`src/rtl/graphics_pkg.sv`:
```
// rtl/graphics_pkg.sv - shared graphics constants, rectangle descriptor and renderer state
package graphics_pkg;

  localparam int DEF_H_RES     = 160;
  localparam int DEF_V_RES     = 120;
  localparam int DEF_COLOR_W   = 4;
  localparam int DEF_NUM_RECTS = 4;
  localparam int PIX_W         = 3 * DEF_COLOR_W;
  localparam int RECT_X_W      = $clog2(DEF_H_RES);
  localparam int RECT_Y_W      = $clog2(DEF_V_RES);

  typedef struct packed {
    logic                en;
    logic [RECT_X_W-1:0] x;
    logic [RECT_Y_W-1:0] y;
    logic [RECT_X_W-1:0] w;
    logic [RECT_Y_W-1:0] h;
    logic [PIX_W-1:0]    color;
  } rect_t;

  typedef enum logic [1:0] {
    IDLE   = 2'd0,
    RENDER = 2'd1,
    DONE   = 2'd2
  } state_t;

endpackage

```
`src/rtl/frame_renderer_if.sv`:
```
// rtl/frame_renderer_if.sv - rectangle/background inputs, frame-buffer write port and status of the renderer
interface frame_renderer_if
  import graphics_pkg::*;
#(
  parameter int H_RES     = DEF_H_RES,
  parameter int V_RES     = DEF_V_RES,
  parameter int COLOR_W   = DEF_COLOR_W,
  parameter int NUM_RECTS = DEF_NUM_RECTS
);

  localparam int X_W = $clog2(H_RES);
  localparam int Y_W = $clog2(V_RES);
  localparam int PW  = 3 * COLOR_W;

  logic                            refresh;
  logic [PW-1:0]                   bg_color;
  logic [NUM_RECTS-1:0]            rect_en;
  logic [NUM_RECTS-1:0][X_W-1:0]   rect_x;
  logic [NUM_RECTS-1:0][Y_W-1:0]   rect_y;
  logic [NUM_RECTS-1:0][X_W-1:0]   rect_w;
  logic [NUM_RECTS-1:0][Y_W-1:0]   rect_h;
  logic [NUM_RECTS-1:0][PW-1:0]    rect_color;

  logic                            wr_en;
  logic                            wr_bank;
  logic [X_W-1:0]                  wr_x;
  logic [Y_W-1:0]                  wr_y;
  logic [PW-1:0]                   wr_data;
  logic                            front_sel;
  logic                            busy;
  logic [15:0]                     drop_cnt;

  modport master (
    input  refresh, bg_color, rect_en, rect_x, rect_y, rect_w, rect_h, rect_color,
    output wr_en, wr_bank, wr_x, wr_y, wr_data, front_sel, busy, drop_cnt
  );

  modport slave (
    output refresh, bg_color, rect_en, rect_x, rect_y, rect_w, rect_h, rect_color,
    input  wr_en, wr_bank, wr_x, wr_y, wr_data, front_sel, busy, drop_cnt
  );

endinterface

```
`src/rtl/rect_compositor.sv`:
```
// rtl/rect_compositor.sv - combinational priority hit-test of snapshotted rectangles at one pixel
module rect_compositor
  import graphics_pkg::*;
#(
  parameter int NUM_RECTS = DEF_NUM_RECTS
) (
  input  rect_t [NUM_RECTS-1:0] rects,
  input  logic  [RECT_X_W-1:0]  x,
  input  logic  [RECT_Y_W-1:0]  y,
  input  logic  [PIX_W-1:0]     bg_color,
  output logic  [PIX_W-1:0]     color
);

  // later slots overwrite earlier hits; far edges carry one extra bit so they never wrap
  always_comb begin
    color = bg_color;
    for (int i = 0; i < NUM_RECTS; i++) begin
      if (rects[i].en &&
          ({1'b0, x} >= {1'b0, rects[i].x}) &&
          ({1'b0, x} <  ({1'b0, rects[i].x} + {1'b0, rects[i].w})) &&
          ({1'b0, y} >= {1'b0, rects[i].y}) &&
          ({1'b0, y} <  ({1'b0, rects[i].y} + {1'b0, rects[i].h}))) begin
        color = rects[i].color;
      end
    end
  end

endmodule

```
`src/rtl/frame_renderer.sv`:
```
// rtl/frame_renderer.sv - double-buffered rectangle rasteriser; FRAME_RENDERER_DROP_CNT_EN enables the drop counter
module frame_renderer
  import graphics_pkg::*;
#(
  parameter int H_RES     = DEF_H_RES,
  parameter int V_RES     = DEF_V_RES,
  parameter int COLOR_W   = DEF_COLOR_W,
  parameter int NUM_RECTS = DEF_NUM_RECTS
) (
  input  logic             clk,
  input  logic             rst,
  frame_renderer_if.master bus
);

  localparam int X_W = $clog2(H_RES);
  localparam int Y_W = $clog2(V_RES);
  localparam int PW  = 3 * COLOR_W;
  localparam logic [X_W-1:0] X_LAST = X_W'(H_RES - 1);
  localparam logic [Y_W-1:0] Y_LAST = Y_W'(V_RES - 1);

  state_t                 state, state_n;
  logic                   do_snap, do_swap, do_emit;
  logic [X_W-1:0]         cx;
  logic [Y_W-1:0]         cy;
  logic                   scan_done;
  rect_t [NUM_RECTS-1:0]  snap_rects;
  logic [PW-1:0]          snap_bg;
  logic [PW-1:0]          pix_color;
  logic                   front_n;

  rect_compositor #(.NUM_RECTS(NUM_RECTS)) u_comp (
    .rects    (snap_rects),
    .x        (cx),
    .y        (cy),
    .bg_color (snap_bg),
    .color    (pix_color)
  );

  // next state; RENDER lingers one cycle after the last pixel so its write drains before DONE
  always_comb begin
    state_n = state;
    do_snap = 1'b0;
    do_swap = 1'b0;
    do_emit = 1'b0;
    case (state)
      IDLE: begin
        if (bus.refresh) begin
          state_n = RENDER;
          do_snap = 1'b1;
        end
      end
      RENDER: begin
        if (scan_done) state_n = DONE;
        else           do_emit = 1'b1;
      end
      DONE: begin
        if (bus.refresh) begin
          state_n = RENDER;
          do_snap = 1'b1;
          do_swap = 1'b1;
        end
      end
      default: state_n = IDLE;
    endcase
    front_n = do_swap ? ~bus.front_sel : bus.front_sel;
  end

  // state register
  always_ff @(posedge clk) begin
    if (rst) state <= IDLE;
    else     state <= state_n;
  end

  // frame snapshot and raster scan counters (x fastest)
  always_ff @(posedge clk) begin
    if (rst) begin
      cx         <= '0;
      cy         <= '0;
      scan_done  <= 1'b0;
      snap_rects <= '0;
      snap_bg    <= '0;
    end else if (do_snap) begin
      cx        <= '0;
      cy        <= '0;
      scan_done <= 1'b0;
      snap_bg   <= bus.bg_color;
      for (int i = 0; i < NUM_RECTS; i++) begin
        snap_rects[i] <= '{en: bus.rect_en[i], x: bus.rect_x[i], y: bus.rect_y[i],
                           w: bus.rect_w[i], h: bus.rect_h[i], color: bus.rect_color[i]};
      end
    end else if (do_emit) begin
      if (cx == X_LAST) begin
        cx <= '0;
        if (cy == Y_LAST) scan_done <= 1'b1;
        else              cy <= cy + 1'b1;
      end else begin
        cx <= cx + 1'b1;
      end
    end
  end

  // registered write port, bank select and busy flag
  always_ff @(posedge clk) begin
    if (rst) begin
      bus.wr_en     <= 1'b0;
      bus.wr_x      <= '0;
      bus.wr_y      <= '0;
      bus.wr_data   <= '0;
      bus.front_sel <= 1'b0;
      bus.wr_bank   <= 1'b1;
      bus.busy      <= 1'b0;
    end else begin
      bus.wr_en     <= do_emit;
      bus.front_sel <= front_n;
      bus.wr_bank   <= ~front_n;
      bus.busy      <= (state_n == RENDER);
      if (do_emit) begin
        bus.wr_x    <= cx;
        bus.wr_y    <= cy;
        bus.wr_data <= pix_color;
      end
    end
  end

`ifdef FRAME_RENDERER_DROP_CNT_EN
  logic [15:0] drop_q;

  // saturating count of refreshes that arrive while a frame is still rendering
  always_ff @(posedge clk) begin
    if (rst)                                                 drop_q <= '0;
    else if (bus.refresh && state == RENDER && drop_q != 16'hFFFF) drop_q <= drop_q + 16'd1;
  end

  assign bus.drop_cnt = drop_q;
`else
  assign bus.drop_cnt = 16'd0;
`endif

endmodule

```
`src/flat_wrapper.sv`:
```
// flat-port wrapper written by rule: the top's interface ports become plain ports
module frame_renderer_flat import graphics_pkg::*;
#(
  parameter int H_RES     = DEF_H_RES,
  parameter int V_RES     = DEF_V_RES,
  parameter int COLOR_W   = DEF_COLOR_W,
  parameter int NUM_RECTS = DEF_NUM_RECTS
)
  (clk, rst, bus_refresh, bus_bg_color, bus_rect_en, bus_rect_x, bus_rect_y, bus_rect_w, bus_rect_h, bus_rect_color, bus_wr_en, bus_wr_bank, bus_wr_x, bus_wr_y, bus_wr_data, bus_front_sel, bus_busy, bus_drop_cnt);
  frame_renderer_if #(.H_RES(H_RES), .V_RES(V_RES), .COLOR_W(COLOR_W), .NUM_RECTS(NUM_RECTS)) bus_i ();
  input  logic clk;
  input  logic rst;
  input wire logic [$bits(bus_i.refresh)-1:0] bus_refresh;
  input wire logic [$bits(bus_i.bg_color)-1:0] bus_bg_color;
  input wire logic [$bits(bus_i.rect_en)-1:0] bus_rect_en;
  input wire logic [$bits(bus_i.rect_x)-1:0] bus_rect_x;
  input wire logic [$bits(bus_i.rect_y)-1:0] bus_rect_y;
  input wire logic [$bits(bus_i.rect_w)-1:0] bus_rect_w;
  input wire logic [$bits(bus_i.rect_h)-1:0] bus_rect_h;
  input wire logic [$bits(bus_i.rect_color)-1:0] bus_rect_color;
  output wire logic [$bits(bus_i.wr_en)-1:0] bus_wr_en;
  output wire logic [$bits(bus_i.wr_bank)-1:0] bus_wr_bank;
  output wire logic [$bits(bus_i.wr_x)-1:0] bus_wr_x;
  output wire logic [$bits(bus_i.wr_y)-1:0] bus_wr_y;
  output wire logic [$bits(bus_i.wr_data)-1:0] bus_wr_data;
  output wire logic [$bits(bus_i.front_sel)-1:0] bus_front_sel;
  output wire logic [$bits(bus_i.busy)-1:0] bus_busy;
  output wire logic [$bits(bus_i.drop_cnt)-1:0] bus_drop_cnt;
  assign bus_i.refresh = bus_refresh;
  assign bus_i.bg_color = bus_bg_color;
  assign bus_i.rect_en = bus_rect_en;
  assign bus_i.rect_x = bus_rect_x;
  assign bus_i.rect_y = bus_rect_y;
  assign bus_i.rect_w = bus_rect_w;
  assign bus_i.rect_h = bus_rect_h;
  assign bus_i.rect_color = bus_rect_color;
  assign bus_wr_en = bus_i.wr_en;
  assign bus_wr_bank = bus_i.wr_bank;
  assign bus_wr_x = bus_i.wr_x;
  assign bus_wr_y = bus_i.wr_y;
  assign bus_wr_data = bus_i.wr_data;
  assign bus_front_sel = bus_i.front_sel;
  assign bus_busy = bus_i.busy;
  assign bus_drop_cnt = bus_i.drop_cnt;
  frame_renderer #(.H_RES(H_RES), .V_RES(V_RES), .COLOR_W(COLOR_W), .NUM_RECTS(NUM_RECTS)) u_core (.clk(clk), .rst(rst), .bus(bus_i));
endmodule
```
`config.mk`:
```
export PLATFORM = sky130hd
export DESIGN_NAME = frame_renderer_flat
export DESIGN_NICKNAME = d
export VERILOG_FILES = /design/src/rtl/graphics_pkg.sv /design/src/rtl/frame_renderer_if.sv /design/src/rtl/rect_compositor.sv /design/src/rtl/frame_renderer.sv /design/src/flat_wrapper.sv
export SDC_FILE = /design/constraint.sdc
export NUM_CORES = 1
export LEC_CHECK = 0
export ABC_AREA = 0
export BUFFER_PORTS_ARGS = -buffer_cell sky130_fd_sc_hd__buf_4
export CAP_MARGIN = 20
export CELL_PAD_IN_SITES_DETAIL_PLACEMENT = 0
export CELL_PAD_IN_SITES_GLOBAL_PLACEMENT = 1
export CORE_MARGIN = 2
export CORE_UTILIZATION = 39
export CTS_CLUSTER_DIAMETER = 40
export CTS_CLUSTER_SIZE = 16
export DETAILED_ROUTE_END_ITERATION = 16
export PLACE_DENSITY = 0.79
export SYNTH_ARGS = -nofsm -noshare
export SYNTH_HDL_FRONTEND = slang
export SYNTH_SLANG_ARGS = --single-unit
```
`constraint.sdc`:
```
create_clock -name clk -period 3.11 [get_ports clk]
set_clock_uncertainty 0.05 [all_clocks]
set_input_delay 0.1555 -clock clk [delete_from_list [all_inputs] [get_ports clk]]
set_output_delay 0.1555 -clock clk [all_outputs]
set_load 0.005 [all_outputs]
```
Yosys cells after proc, flatten, opt, wreduce, memory -nomap -nowiden
Cells that the tools add are included.
{ "classes": {"mux": 14, "magnitude_cmp": 16, "n_reduce_logical": 21, "bitwise": 3, "addsub": 10, "n_eq_ne": 5} }
{ "op_table": {"columns": ["operator", "count"], "rows": [
  ["12-bit two-way mux", 4],
  ["8-bit by 8-bit adder with 9-bit output", 4],
  ["8-bit by 9-bit < comparator with 1-bit output", 4],
  ["7-bit by 7-bit adder with 8-bit output", 4],
  ["8-bit >= comparator", 4],
  ["7-bit by 8-bit < comparator with 1-bit output", 4],
  ["7-bit >= comparator", 4],
  ["1-bit logical AND", 16],
  ["8-bit by 1-bit adder with 8-bit output, second input constant", 1],
  ["8-bit equality test, second input constant", 1],
  ["8-bit two-way mux", 1],
  ["7-bit by 1-bit adder with 7-bit output, second input constant", 1],
  ["7-bit equality test, second input constant", 1],
  ["1-bit two-way mux", 6],
  ["3-bit AND reduction", 2],
  ["2-bit by 1-bit equality test with 1-bit output, second input constant", 2],
  ["2-bit two-way mux", 2],
  ["2-bit one-hot mux with 2 select lines", 1],
  ["2-bit OR reduction", 2],
  ["1-bit NOT", 3],
  ["2-bit equality test, second input constant", 1],
  ["2-bit zero test", 1]
]} }
{ "totals": {"output_inout_bits": 47, "inputBits": 187, "reg_bits": 233, "wordCells": 105} }

Logic depth before layout (Yosys ltp)
{ "logic_depth": {"word_depth": 9, "mapped_depth": 19} }

Cells and area by module
A second synthesis with hierarchy kept.
{ "hier_totals": {"hier_cells": 1309, "area_unflattened_um2": 12673.4} }
{ "modules_own_cells": {"columns": ["mod", "cells_per_inst", "area_per_inst_um2", "instances"], "rows": [
  ["frame_renderer", 656, 7459.7, 1],
  ["rect_compositor", 653, 5213.8, 1]
]} }

Worst setup path after synthesis
OpenSTA, ideal clock, no wires.
{ "synth_path": {"path_kind": "register to register", "start": "reg u_core.snap_rects[34] (netlist bit)", "end": "reg u_core.bus.wr_data[10]", "arrival_time_ns": 3.203, "path_stages_with_launch": 17, "slack_ns": -0.275, "path_buffers": 0, "path_cell_list": "dfxtp_1 -> ha_1 -> inv_1 -> fa_1 -> nor2b_1 -> o31ai_1 -> nand2b_1 -> a211oi_1 -> or2_2 -> ha_1 -> a2111o_1 -> a31oi_1 -> a221oi_1 -> a211oi_2 -> mux2_4 -> o221ai_2 -> a211oi_2"} }
{ "synth_via": {"elab_chain_len": 9, "elab_cells_between_ends": 11} }
{ "synth_lines": {"columns": ["element", "line_no", "rtl"], "rows": [
  ["start: declaration", "frame_renderer.sv:26", "rect_t [NUM_RECTS-1:0] snap_rects;"],
  ["start signal: indexed assignment", "frame_renderer.sv:88", "snap_rects[i] <= '{en: bus.rect_en[i], x: bus.rect_x[i], y: bus.rect_y[i],"],
  ["8-bit by 8-bit adder with 9-bit output or 8-bit >= comparator (tied branches)", "rect_compositor.sv:20, rect_compositor.sv:19", null],
  ["8-bit by 9-bit < comparator with 1-bit output or 1-bit logical AND (tied branches)", "rect_compositor.sv:20, rect_compositor.sv:18", null],
  ["1-bit logical AND (*)", "rect_compositor.sv:19", "({1'b0, x} >= {1'b0, rects[i].x}) &&"],
  ["1-bit logical AND (*)", "rect_compositor.sv:20", "({1'b0, x} < ({1'b0, rects[i].x} + {1'b0, rects[i].w})) &&"],
  ["1-bit logical AND (*)", "rect_compositor.sv:21", "({1'b0, y} >= {1'b0, rects[i].y}) &&"],
  ["12-bit two-way mux (*) (4 in a row)", "rect_compositor.sv:18", "if (rects[i].en &&"],
  ["end signal: assignment", "frame_renderer.sv:120", "bus.wr_data <= pix_color;"],
  ["end: declaration", "frame_renderer_if.sv:35", "output wr_en, wr_bank, wr_x, wr_y, wr_data, front_sel, busy, drop_cnt"]
]} }
Mark *: on every way between the ends. The rest lies on a longest branch, timed or not.
A chain may end at the register's enable or synchronous reset.

Worst setup path after layout
{ "layout_path": {"start": "reg u_core.snap_rects[35] (netlist bit)", "end": "reg u_core.bus.wr_data[10]"} }
Same word-level chain as after synthesis.

==> flow_metrics.py <==
metrics = {
    "placed_design": {
        "place_area_um2": 15200,
        "weighted_congestion_at_the_end_of_routability_driven_global_placement": 0.860,
        "post-dp-hpwl_mm": 27.7,
        "io_buffer_count": 217,
        "post-place-cells": 1980,
    },
    "yosys": {
        "seq_area_frac_synth": 0.374,
        "gate_count_post_synth": 1315,
        "synth_top_flop_cell": "sky130_fd_sc_hd__dfxtp_1",
        "synth.yosys.warnings": 0,
        "synth_edf_count": 0,
        "ys_async_sr_fraction": 0,
        "yosysUniqueCellTypes": 65,
        "mapped_cell_area_um2": 12500,
        "ys_ff_latch": 233,
        "syn_avg_cell_area_um2": 9.49,
    },
    "timing": {
        "finalMaxSlewViolations": 0,
        "fin_ws_ps": -385,
        "timing.hold.ws_ps": 308,
        "worstMarginPinSlew_ps": 883,
        "highest_clock_frequency_the_design_can_meet_mhz": 286,
        "worst_slew_margin_rel": 0.409,
        "finalSetupViolCount": 12,
        "period_minus_slack_ps": 3490,
        "timing.final.hold_violations": 0,
        "finalCritPeriodShare": 1.12,
        "setup_tns_ps": -3780,
        "grt_setup_unrepaired": "true",
    },
    "drt": {
        "vias_per_cell": 5.19,
        "postRouteWirelength_mm": 40.6,
        "route.detailed.wl_per_inst_um": 18.0,
        "drt_iter0_drc": 757,
        "final_antenna_net_count": 0,
        "drc_errors": 0,
        "vias": 11700,
        "detail_route.first_pass.iterations": 5,
    },
    "clock_network": {
        "clkLatencyLatePin_ps": 550,
        "numCtsBuffers": 40,
        "max-clock-path-buffers": 3,
        "clock-sinks": 233,
        "clock_tree_from_tritoncts": "done",
        "cts.clk_slew.worst_paths_ps": 60,
        "ctsHtreeMaxLevel": 2,
        "clock-root-buffer": "sky130_fd_sc_hd__clkbuf_16",
    },
    "floorplan": {
        "dieArea_um2": 33400,
        "pin_count": 234,
        "fp.coreArea_um2": 31600,
        "initial_utilization": 0.395,
        "die_h_um": 183,
        "die_x_um": 183,
        "fp-row-count": 65,
    },
    "worst_setup_path": {
        "worstSetupStartpointType": "flip-flop",
        "regToRegStartpoint": "u_core.snap_rects[35]$_SDFFE_PP0P_",
        "ff2ff_setup_slack_ps": -380,
        "ff2ff_path_depth": 17,
        "crit_path_max_incr_delay_ps": 330,
        "crit_path_end_kind": "flip-flop",
        "rr_endpoint": "u_core.bus.wr_data[10]$_SDFFE_PP0P_",
        "worst_ep_arrival_time_ps": 3870,
        "critical_path_class": "reg2reg",
        "worst-endpoint-required_ps": 3480,
        "critical_path_buf_inv_count": 1,
        "crit_chain": "ha_4 > a21o_1 > a21oi_2 > o21bai_2 > a21oi_2 > o21bai_1 > a21oi_1 > xor2_1 > ha_2 > a2111o_1 > a31oi_2 > a221oi_2 > a211oi_2 > buf_6 > mux2_4 > o221ai_2 > a211oi_2",
        "crit_fanout": 7,
        "timing.critical_path.max_delay_family": "compound AO/OA/AOI/OAI gates",
        "crit_path_top_delay_cell": "sky130_fd_sc_hd__dfxtp_2",
    },
    "run": {
        "drv_cap": 0,
    },
    "global_routing": {
        "grt_pass1_wl_mm": 63.4,
        "number_of_global_route_vias_before_repair": 12000,
        "globalRouteMet2Util": 0.408,
        "globalRouteOverflowTotal": 0,
        "grt.busiest_layer": "met2",
        "globalRouteMet3Util": 0.0413,
        "grt_usage": 0.238,
        "antenna_violations_before_repair": 2,
        "pin_count_of_the_biggest_net_entering_global_routing": 161,
        "grt_use_met1": 0.304,
    },
    "pwr": {
        "powerDensity_nw_per_um2": 498,
        "p_leak_nw": 8.57,
        "maximum_resistive_drop_on_vdd_uv": 395,
    },
    "final_layout": {
        "area_growth_pct": 52.3,
        "layout.cells.non_filler": 2258,
        "layout.cell_area.non_filler_um2": 19000,
        "fillCellCount": 2585,
        "final_nets": 2191,
        "layout.area.seq_um2": 4680,
        "multi_input_comb_area_um2": 7550,
        "post_route_cells_drive_above_1_share": 0.278,
        "finalCoreUtilization": 0.602,
        "most-common-layout-cells": "sky130_fd_sc_hd__buf_4 (322), sky130_fd_sc_hd__dfxtp_1 (218), sky130_fd_sc_hd__dlygate4sd3_1 (187)",
        "mostFrequentLayoutCell": "sky130_fd_sc_hd__buf_4",
    },
    "hold_path": {
        "worst_hold_path.endpoint": "u_core.snap_rects[76]$_SDFFE_PP0P_",
        "startpoint_of_the_worst_hold_path": "bus_rect_y[13]",
        "min_path_type": "in2reg",
        "worst_hold_path.num_cells": 4,
    },
    "run_status": {
        "status": "finished, violations left",
        "violated_checks": "setup timing",
    },
}
[final cells by class]
type / count / share of cell area
well taps: 402 / 0.0265
flip-flops and latches: 233 / 0.246
multi-input cells: 930 / 0.398
inverters: 94 / 0.0186
clock buffers: 43 / 0.0543
diodes: 2 / 0.000263
clock inverters: 31 / 0.0197
repair buffers: 523 / 0.237
[worst max-delay path by stage]
stage | startpoint | end | slack (ps) | depth (start not counted)
final | u_core.snap_rects[35]$_SDFFE_PP0P_ | u_core.bus.wr_data[10]$_SDFFE_PP0P_ | -380 | 17
after global routing | u_core.snap_rects[35]$_SDFFE_PP0P_ | u_core.bus.wr_data[10]$_SDFFE_PP0P_ | -560 | 17
after CTS | u_core.snap_rects[106]$_SDFFE_PP0P_ | u_core.bus.wr_data[10]$_SDFFE_PP0P_ | -330 | 16
after floorplan | u_core.snap_rects[27]$_SDFFE_PP0P_ | u_core.bus.wr_data[10]$_SDFFE_PP0P_ | -160 | 18
after global placement | u_core.snap_rects[27]$_SDFFE_PP0P_ | u_core.bus.wr_data[7]$_SDFFE_PP0P_ | -380 | 21
after detailed placement | u_core.snap_rects[27]$_SDFFE_PP0P_ | u_core.bus.wr_data[5]$_SDFFE_PP0P_ | -470 | 21
[layer usage]
layer  share of wire  wire length [um]
met1            0.44             18000
met2            0.48             19300
met5               0                 0
met4           0.027              1110
met3           0.055              2250
[worst min-delay path: stages]
cell and delay (ps):
sky130_fd_sc_hd__dlygate4sd3_1 520, sky130_fd_sc_hd__buf_4 100, sky130_fd_sc_hd__nand2_1 40, sky130_fd_sc_hd__o21ai_0 50
[timing repair]
item | CTS | global route
pin swaps | 57 | 28
buffers inserted | 9 | 5
resized for setup | 52 | 37
endpoints found under the hold margin | 201 | 0
setup endpoints to repair | 12 | 12
hold buffers | 187 | 0
gates cloned | 2 | 1
[power by group]
part	internal, mW	leakage [nW]	switching (mW)	total [mW]
combinational	0.864	5.98	0.750	1.61
clock	2.71	0.683	1.81	4.52
sequential	3.18	1.91	0.141	3.32
total	6.76	8.57	2.70	9.46
[synthesized netlist by cell type, types with 14 or more instances]
cell                       count  area (um2)
sky130_fd_sc_hd__xnor2_1      24         210
sky130_fd_sc_hd__nand2_1     109         409
sky130_fd_sc_hd__buf_4        18         135
sky130_fd_sc_hd__nor2_1       42         158
sky130_fd_sc_hd__a211oi_1     25         188
sky130_fd_sc_hd__dfxtp_1     233        4660
sky130_fd_sc_hd__inv_1        94         353
sky130_fd_sc_hd__ha_1        174        2180
sky130_fd_sc_hd__o21ai_0     101         505
sky130_fd_sc_hd__a21o_1       23         173
sky130_fd_sc_hd__a21oi_1      68         340
sky130_fd_sc_hd__clkbuf_1     46         173
sky130_fd_sc_hd__nor2b_1      14        87.6
sky130_fd_sc_hd__xor2_1       29         254
sky130_fd_sc_hd__a22o_1      129        1130
[registers in the layout (all words and copies together), names as in the netlist]
signal                count
u_core.bus.front_sel      1
u_core.snap_bg           12
u_core.bus.busy           1
u_core.cx                 8
u_core.bus.wr_y           7
u_core.bus.wr_bank        1
u_core.bus.wr_data       12
u_core.state              2
u_core.scan_done          1
u_core.bus.wr_x           8
u_core.bus.wr_en          1
u_core.cy                 7
u_core.snap_rects       172
[logic make-up (layout without fill, tap and decap cells)]
kind of cell    Yosys count  count (layout)  synth area share
compound gates          454             454             0.259
xor+xnor                 53              53            0.0372
fa+ha+maj               182             182             0.187
buf+inv                 167             691            0.0581
flops                   233             233             0.374
mux                       2               2           0.00201
other cells               1              18          0.000301
simple gates            223             223            0.0823
[per-stage QoR]
stage / setup slack, ps / total power, mW
2_1_floorplan: -163 / 4.14
3_3_place_gp: -376 / 4.68
3_5_place_dp: -470 / 4.71
4_1_cts: -327 / 9.49
5_1_grt: -555 / 9.84
6_report: -385 / 9.46
(Power assumes the default switching activity.)
